File: config.mk
export PLATFORM = sky130hd
export DESIGN_NAME = mac_stop_ctrl
export DESIGN_NICKNAME = d
export VERILOG_FILES = /design/src/rtl/mac_stop_ctrl.sv
export SDC_FILE = /design/constraint.sdc
export NUM_CORES = 2
export LEC_CHECK = 0
export CAP_MARGIN = 25
export CELL_PAD_IN_SITES_DETAIL_PLACEMENT = 1
export CELL_PAD_IN_SITES_GLOBAL_PLACEMENT = 1
export CORE_MARGIN = 5
export CORE_UTILIZATION = 35
export DETAILED_ROUTE_END_ITERATION = 12
export PLACE_DENSITY_LB_ADDON = 0.1
export SYNTH_ARGS = -nofsm -noshare
export SYNTH_HDL_FRONTEND = slang
export SYNTH_SLANG_ARGS = --single-unit
File: constraint.sdc
create_clock -name clk -period 9.6 [get_ports clk]
set_input_delay 2.88 -clock clk [delete_from_list [all_inputs] [get_ports clk]]
set_output_delay 2.88 -clock clk [all_outputs]
set_load 0.1 [all_outputs]
File: src/rtl/mac_stop_ctrl.sv
// Sequencer + MAC datapath computing C = A x B against a matrix memory with combinational reads.
// Latency: M*N*(K+1) cycles from the start edge to the DONE cycle (K MAC cycles + 1 WRITE per element).
// Backpressure: none; the memory is always ready. stop aborts a run and suppresses the current write.
//
// Ports:
//   clk, resetn              clock (rising edge), asynchronous active-low reset
//   start, stop              begin a multiply (IDLE only) / abort a running multiply
//   data_in_a, data_in_b     A and B elements returned by the memory in the same cycle
//   row/col_addr_a/b/c       element indices presented to the memory (0 outside MAC/WRITE)
//   matrix_a_re/b_re/c_we    memory read/write enables
//   data_out_c               accumulated C element, valid during WRITE
//   busy, done, stopped      status: running, normal-completion pulse, abort pulse
module mac_stop_ctrl #(
   parameter int M                        = 4,
   parameter int K                        = 4,
   parameter int N                        = 4,
   parameter int DATA_WIDTH_INIT_MATRIX   = 32,
   parameter int DATA_WIDTH_RESULT_MATRIX = 2*DATA_WIDTH_INIT_MATRIX+$clog2(K)
) (
   input  logic                                 clk,
   input  logic                                 resetn,
   input  logic                                 start,
   input  logic                                 stop,
   input  logic [DATA_WIDTH_INIT_MATRIX-1:0]    data_in_a,
   input  logic [DATA_WIDTH_INIT_MATRIX-1:0]    data_in_b,
   output logic [((M > 1) ? $clog2(M) : 1)-1:0] row_addr_a,
   output logic [((K > 1) ? $clog2(K) : 1)-1:0] col_addr_a,
   output logic [((K > 1) ? $clog2(K) : 1)-1:0] row_addr_b,
   output logic [((N > 1) ? $clog2(N) : 1)-1:0] col_addr_b,
   output logic [((M > 1) ? $clog2(M) : 1)-1:0] row_addr_c,
   output logic [((N > 1) ? $clog2(N) : 1)-1:0] col_addr_c,
   output logic                                 matrix_a_re,
   output logic                                 matrix_b_re,
   output logic                                 matrix_c_we,
   output logic [DATA_WIDTH_RESULT_MATRIX-1:0]  data_out_c,
   output logic                                 busy,
   output logic                                 done,
   output logic                                 stopped
);

   localparam int W  = DATA_WIDTH_INIT_MATRIX;
   localparam int RW = DATA_WIDTH_RESULT_MATRIX;
   localparam int MW = (M > 1) ? $clog2(M) : 1;
   localparam int KW = (K > 1) ? $clog2(K) : 1;
   localparam int NW = (N > 1) ? $clog2(N) : 1;

   localparam logic [MW-1:0] I_LAST = MW'(M-1);
   localparam logic [KW-1:0] K_LAST = KW'(K-1);
   localparam logic [NW-1:0] J_LAST = NW'(N-1);

   typedef enum logic [1:0] {
      S_IDLE  = 2'd0,
      S_MAC   = 2'd1,
      S_WRITE = 2'd2,
      S_DONE  = 2'd3
   } state_t;

   state_t          state_q, state_d;
   logic [MW-1:0]   i_q, i_d;
   logic [KW-1:0]   k_q, k_d;
   logic [NW-1:0]   j_q, j_d;
   logic [RW-1:0]   acc_q, acc_d;
   logic            stopped_q, stopped_d;

   // Full-width product of the zero-extended operands; RW >= 2W so widening never truncates.
   logic [2*W-1:0]  prod;
   assign prod = {{W{1'b0}}, data_in_a} * {{W{1'b0}}, data_in_b};

   always_ff @(posedge clk or negedge resetn) begin
      if (!resetn) begin
         state_q   <= S_IDLE;
         i_q       <= '0;
         k_q       <= '0;
         j_q       <= '0;
         acc_q     <= '0;
         stopped_q <= 1'b0;
      end else begin
         state_q   <= state_d;
         i_q       <= i_d;
         k_q       <= k_d;
         j_q       <= j_d;
         acc_q     <= acc_d;
         stopped_q <= stopped_d;
      end
   end

   always_comb begin
      state_d     = state_q;
      i_d         = i_q;
      k_d         = k_q;
      j_d         = j_q;
      acc_d       = acc_q;
      stopped_d   = 1'b0;
      row_addr_a  = '0;
      col_addr_a  = '0;
      row_addr_b  = '0;
      col_addr_b  = '0;
      row_addr_c  = '0;
      col_addr_c  = '0;
      matrix_a_re = 1'b0;
      matrix_b_re = 1'b0;
      matrix_c_we = 1'b0;
      data_out_c  = '0;
      busy        = 1'b0;
      done        = 1'b0;

      case (state_q)
         S_IDLE: begin
            // stop outranks start so a simultaneous pair never launches a run
            if (start && !stop) begin
               state_d = S_MAC;
               i_d     = '0;
               k_d     = '0;
               j_d     = '0;
               acc_d   = '0;
            end
         end

         S_MAC: begin
            busy        = 1'b1;
            matrix_a_re = 1'b1;
            matrix_b_re = 1'b1;
            row_addr_a  = i_q;
            col_addr_a  = k_q;
            row_addr_b  = k_q;
            col_addr_b  = j_q;
            row_addr_c  = i_q;
            col_addr_c  = j_q;
            if (stop) begin
               state_d   = S_IDLE;
               stopped_d = 1'b1;
               i_d       = '0;
               k_d       = '0;
               j_d       = '0;
               acc_d     = '0;
            end else begin
               // k==0 restarts the sum so the previous element never leaks in
               acc_d = ((k_q == '0) ? '0 : acc_q) + RW'(prod);
               if (k_q == K_LAST) begin
                  state_d = S_WRITE;
               end else begin
                  k_d = k_q + 1'b1;
               end
            end
         end

         S_WRITE: begin
            busy        = 1'b1;
            row_addr_a  = i_q;
            col_addr_a  = k_q;
            row_addr_b  = k_q;
            col_addr_b  = j_q;
            row_addr_c  = i_q;
            col_addr_c  = j_q;
            data_out_c  = acc_q;
            // gated combinationally so an abort in this cycle never reaches memory
            matrix_c_we = !stop;
            if (stop) begin
               state_d   = S_IDLE;
               stopped_d = 1'b1;
               i_d       = '0;
               k_d       = '0;
               j_d       = '0;
               acc_d     = '0;
            end else if (i_q == I_LAST && j_q == J_LAST) begin
               state_d = S_DONE;
               i_d     = '0;
               k_d     = '0;
               j_d     = '0;
               acc_d   = '0;
            end else begin
               state_d = S_MAC;
               k_d     = '0;
               if (j_q != J_LAST) begin
                  j_d = j_q + 1'b1;
               end else begin
                  j_d = '0;
                  i_d = i_q + 1'b1;
               end
            end
         end

         S_DONE: begin
            done    = 1'b1;
            state_d = S_IDLE;
            i_d     = '0;
            k_d     = '0;
            j_d     = '0;
            acc_d   = '0;
         end

         default: begin
            state_d = S_IDLE;
         end
      endcase

      stopped = stopped_q;
   end

endmodule

Word-level counts from Yosys, hierarchy flattened

Cells that the tools add are included.

Logic and storage cells: 71
Register bits after elaboration: 75
Output and inout port bits: 84

Multiplexer cells: 35
Multiply operators: 1
Reductions and logical operators: 12
Add/sub/neg operators: 4
Equality and inequality tests: 13

Operator list:

| kind                                           | count |
|---|---|
| two-way mux 66 bit                             | 6 |
| one-hot mux 66 bit (4 select lines)            | 1 |
| adder 66 x 64 -> 66 bit                        | 1 |
| multiplier 32 x 32 -> 64 bit                   | 1 |
| two-way mux 2 bit                              | 18 |
| one-hot mux 2 bit (4 select lines)             | 3 |
| == test 2 bit (second input constant)          | 5 |
| != test 3 bit (second input constant)          | 3 |
| AND reduction 2 bit                            | 4 |
| adder 2 x 1 -> 2 bit (second input constant)   | 3 |
| two-way mux 1 bit                              | 6 |
| != test 2 bit (second input constant)          | 3 |
| one-hot mux 2 bit (3 select lines)             | 1 |
| logical NOT 2 bit                              | 2 |
| != test 4 bit (second input constant)          | 1 |
| OR reduction 2 bit                             | 2 |
| AND reduction 3 bit                            | 1 |
| == test 2 x 1 -> 1 bit (second input constant) | 1 |
| logical AND 1 bit                              | 2 |
| logical NOT 1 bit                              | 1 |

Depth between registers and ports, before layout

Word-level depth: 5
Mapped depth: 31

Least setup slack after synthesis

OpenSTA, ideal clock, no wires.

Path kind: input-to-reg
Start: input port data_in_b[0]
End: register acc_q[63]
Path buffers: 2
Path slack: -110 ps
Data arrival time: 9589 ps
Stages: 27
Setup time: 122 ps
Path through: clkbuf_1 -> and2_1 -> fa_1 -> inv_1 -> fa_1 -> inv_1 -> fa_1 -> inv_1 -> fa_1 -> inv_1 -> fa_1 -> fa_1 -> fa_1 -> inv_1 -> fa_1 -> inv_1 -> ha_1 -> clkbuf_2 -> a21oi_1 -> o21ai_0 -> a221oi_1 -> o21ai_0 -> a41oi_2 -> o2111ai_2 -> and4_4 -> or3_1 -> a32o_1

Longest elaborated chain between the ends: 4

RTL lines:

| element                             | RTL line | text |
|---|---|---|
| start, declared                     | 25       | `input logic [DATA_WIDTH_INIT_MATRIX-1:0] data_in_b,` |
| multiplier 32 x 32 -> 64 bit        | 67       | `assign prod = {{W{1'b0}}, data_in_a} * {{W{1'b0}}, data_in_b};` |
| adder 66 x 64 -> 66 bit             | 138      | `acc_d = ((k_q == '0) ? '0 : acc_q) + RW'(prod);` |
| two-way mux 66 bit                  | 129      | `if (stop) begin` |
| one-hot mux 66 bit (4 select lines) | 107      | `case (state_q)` |
| end signal, assigned                | 75       | `acc_q <= '0;` |
| end signal, assigned                | 82       | `acc_q <= acc_d;` |
| end, declared                       | 62       | `logic [RW-1:0] acc_q, acc_d;` |

No other way between the ends.
A chain may end at the register's enable or synchronous reset.

Worst setup path in the final report

Start: input port data_in_a[11]
End: register acc_q[63]

Longest elaborated chain between the ends: 4

RTL lines:

| element                             | RTL line | text |
|---|---|---|
| start, declared                     | 24       | `input logic [DATA_WIDTH_INIT_MATRIX-1:0] data_in_a,` |
| multiplier 32 x 32 -> 64 bit        | 67       |  |
| adder 66 x 64 -> 66 bit             | 138      |  |
| two-way mux 66 bit                  | 129      |  |
| one-hot mux 66 bit (4 select lines) | 107      |  |

No other way between the ends.

==> impl_metrics.json <==
{
  "grt_max_degree": 73,
  "violations": "setup timing",
  "grt_pass1_vias": 35480,
  "cts_buffers": 9,
  "syn-num-nets": 5718,
  "synth-warning-count": 0,
  "min_period_ps": 9699,
  "io-pin-count": 152,
  "first_pass_iters": 5,
  "synth_cell_type_count": 74,
  "drtAntennaViolNets": 0,
  "die_h_um": 344.8,
  "syn-cell-area_um2": 39220,
  "syn_inst": 4426,
  "cp_max_fo": 11,
  "grt_pass1_wl_mm": 225.1,
  "design_area_um2": 50110,
  "wl_met2_mm": 72.11,
  "min_path_type": "register to register",
  "top_layer_used": "met4",
  "layout_commonest_cell": "inv_1",
  "fin_nets": 6228,
  "tns_ps": -804.6,
  "grt_antenna_before_repair": 9,
  "final_max_slew_viol_count": 0,
  "startpoint_type": "input pin",
  "port_buffers": 151,
  "period_share": 1.010,
  "hpwl_mm": 111.8,
  "synth.avg_cell_area_um2": 8.862,
  "htreeDepth": 3,
  "cts_tree": "done",
  "clkTransAtPathRegs_ps": 70,
  "fmax_ghz": 0.1031,
  "synth_ff_type": "dfrtp_1",
  "core_area_um2": 111000,
  "fp.dieArea_um2": 118900,
  "async_flop_share": 1.000,
  "tightest_slew_ps": 1049,
  "row_count": 122,
  "fin_hold_ws_ps": 510.3,
  "viasPerCell": 4.834,
  "drt_iter0_drc": 1352,
  "path_class": "input pin to register",
  "avgRoutedWirePerCell_um": 22.73,
  "cts.sinks": 75,
  "clk_latency_ps": 370,
  "setup_viol": 16,
  "outcome": "finished, violations left",
  "placed_area_um2": 45710,
  "drcViolationCount": 0,
  "finalHoldViolations": 0,
  "cp.required_ps": 9860,
  "slew_headroom": 0.2985,
  "drv_cap": 0,
  "wl_met3_mm": 5.620,
  "gp_congestion": 0.8336,
  "syn2layout_area_growth_pct": 27.76,
  "synth_seq_area_share": 0.04785,
  "cts_buffer_depth": 2,
  "totalWireLength_mm": 146.3,
  "initial_core_util": 0.3535,
  "layout_common_cells": "inv_1, fa_1, nand2_1",
  "overflow": 0,
  "cp.arrival_ps": 9960,
  "layout-drive-gt1-share": 0.2095,
  "rsz0062_at_grt": "true",
  "wl_met1_mm": 64.94,
  "track_usage": 0.2516,
  "synth_edf_count": 0,
  "ys_seq_elements": 75,
  "worst_slack_ps": -99.43,
  "worstSetupEndpointType": "register",
  "clockRootBuffer": "clkbuf_16",
  "skew_ps": 12.03,
  "die_x_um": 344.8,
  "vias": 31120,
  "post-place-ws_ps": -1071
}
## state kept, by name, summed over array words and instances (netlist names)
register and flops:
stopped 1, i_q 2, acc_q 66, state_q 2
k_q 2, j_q 2
## layout make-up
class                   instances  area, µm²
fillers                     12710      60860
clock inverters                 6      105.1
repair buffers                754       8305
inverters                    1073       4028
clock buffers                   9      225.2
diodes                          9      22.52
well taps                    1488       1862
multi-input cells            3023      33690
flip-flops and latches         75       1877
## critical path, stage by stage
cell,delay (ps)
buf_4,170
buf_12,160
and2_4,140
fa_1,510
inv_2,40
fa_1,540
inv_2,50
fa_1,520
fa_2,650
fa_2,490
fa_1,480
fa_1,510
inv_1,50
fa_1,490
inv_2,60
ha_4,230
a21o_1,190
a21o_1,210
a221oi_4,320
o21ai_2,110
a41oi_2,210
o2111ai_2,170
and4_4,200
or3_1,300
a32o_1,250
## what timing repair did
action,in CTS,in global routing
hold buffers,0,0
endpoints found under the setup margin,42,40
gates cloned,37,4
pin swaps,240,178
resized for setup,630,224
buffers inserted,126,28
## Yosys cell counts (39+ instances only)
library cell / n / area (µm²)
inv_1: 1073 / 4028
fa_1: 962 / 19260
nand2_1: 638 / 2395
and2_1: 594 / 3716
ha_1: 262 / 3278
clkbuf_1: 238 / 893.4
o21ai_0: 87 / 435.4
a21oi_1: 75 / 375.4
dfrtp_1: 75 / 1877
nor2b_1: 56 / 350.3
nor2_1: 41 / 153.9
a21o_1: 39 / 292.8
## cells by family (layout without fill, tap and decap cells)
kind of cell	Yosys count	in the layout	share of synthesized area
AND/OR/NAND/NOR	1431	1431	0.1843
buffers and inverters	1328	1842	0.1280
adder cells (fa/ha/maj)	1224	1224	0.5746
AO/OA/AOI/OAI	313	313	0.05286
flip-flops	75	75	0.04785
XOR/XNOR	51	51	0.01139
multiplexers	4	4	0.001021
other	0	9	0
## layer usage
layer,global-route usage,vias up
li1,-,13840
met1,0.3447,16630
met2,0.4408,528
met3,0.02368,115
met4,0.04494,0
met5,0,-
## path summary, 6_finish.rpt
kind | start | endpoint | slack, ps | depth (start not counted)
setup reg to reg | k_q[0] | acc_q[57] | 1480 | 29
setup / recovery | data_in_a[11] | acc_q[63] | -100 | 25
min in group asynchronous | resetn | stopped | 2450 | 1
hold reg to reg | acc_q[28] | acc_q[28] | 510 | 2
max in group asynchronous | resetn | acc_q[29] | 6010 | 2
hold / removal | acc_q[28] | acc_q[28] | 510 | 2
## metrics by stage
| stage | utilization | cells |
|---|---|---|
| 2_1_floorplan | - | 4426 |
| 3_3_place_gp | 0.4119 | 6236 |
| 3_5_place_dp | 0.4119 | 6236 |
| 4_1_cts | 0.4449 | 6412 |
| 5_1_grt | 0.4514 | 6428 |
| 6_report | 0.4516 | 6437 |
Power is not shown: default switching activity piles up to over one toggle a cycle in this logic, so the estimate is an artifact.
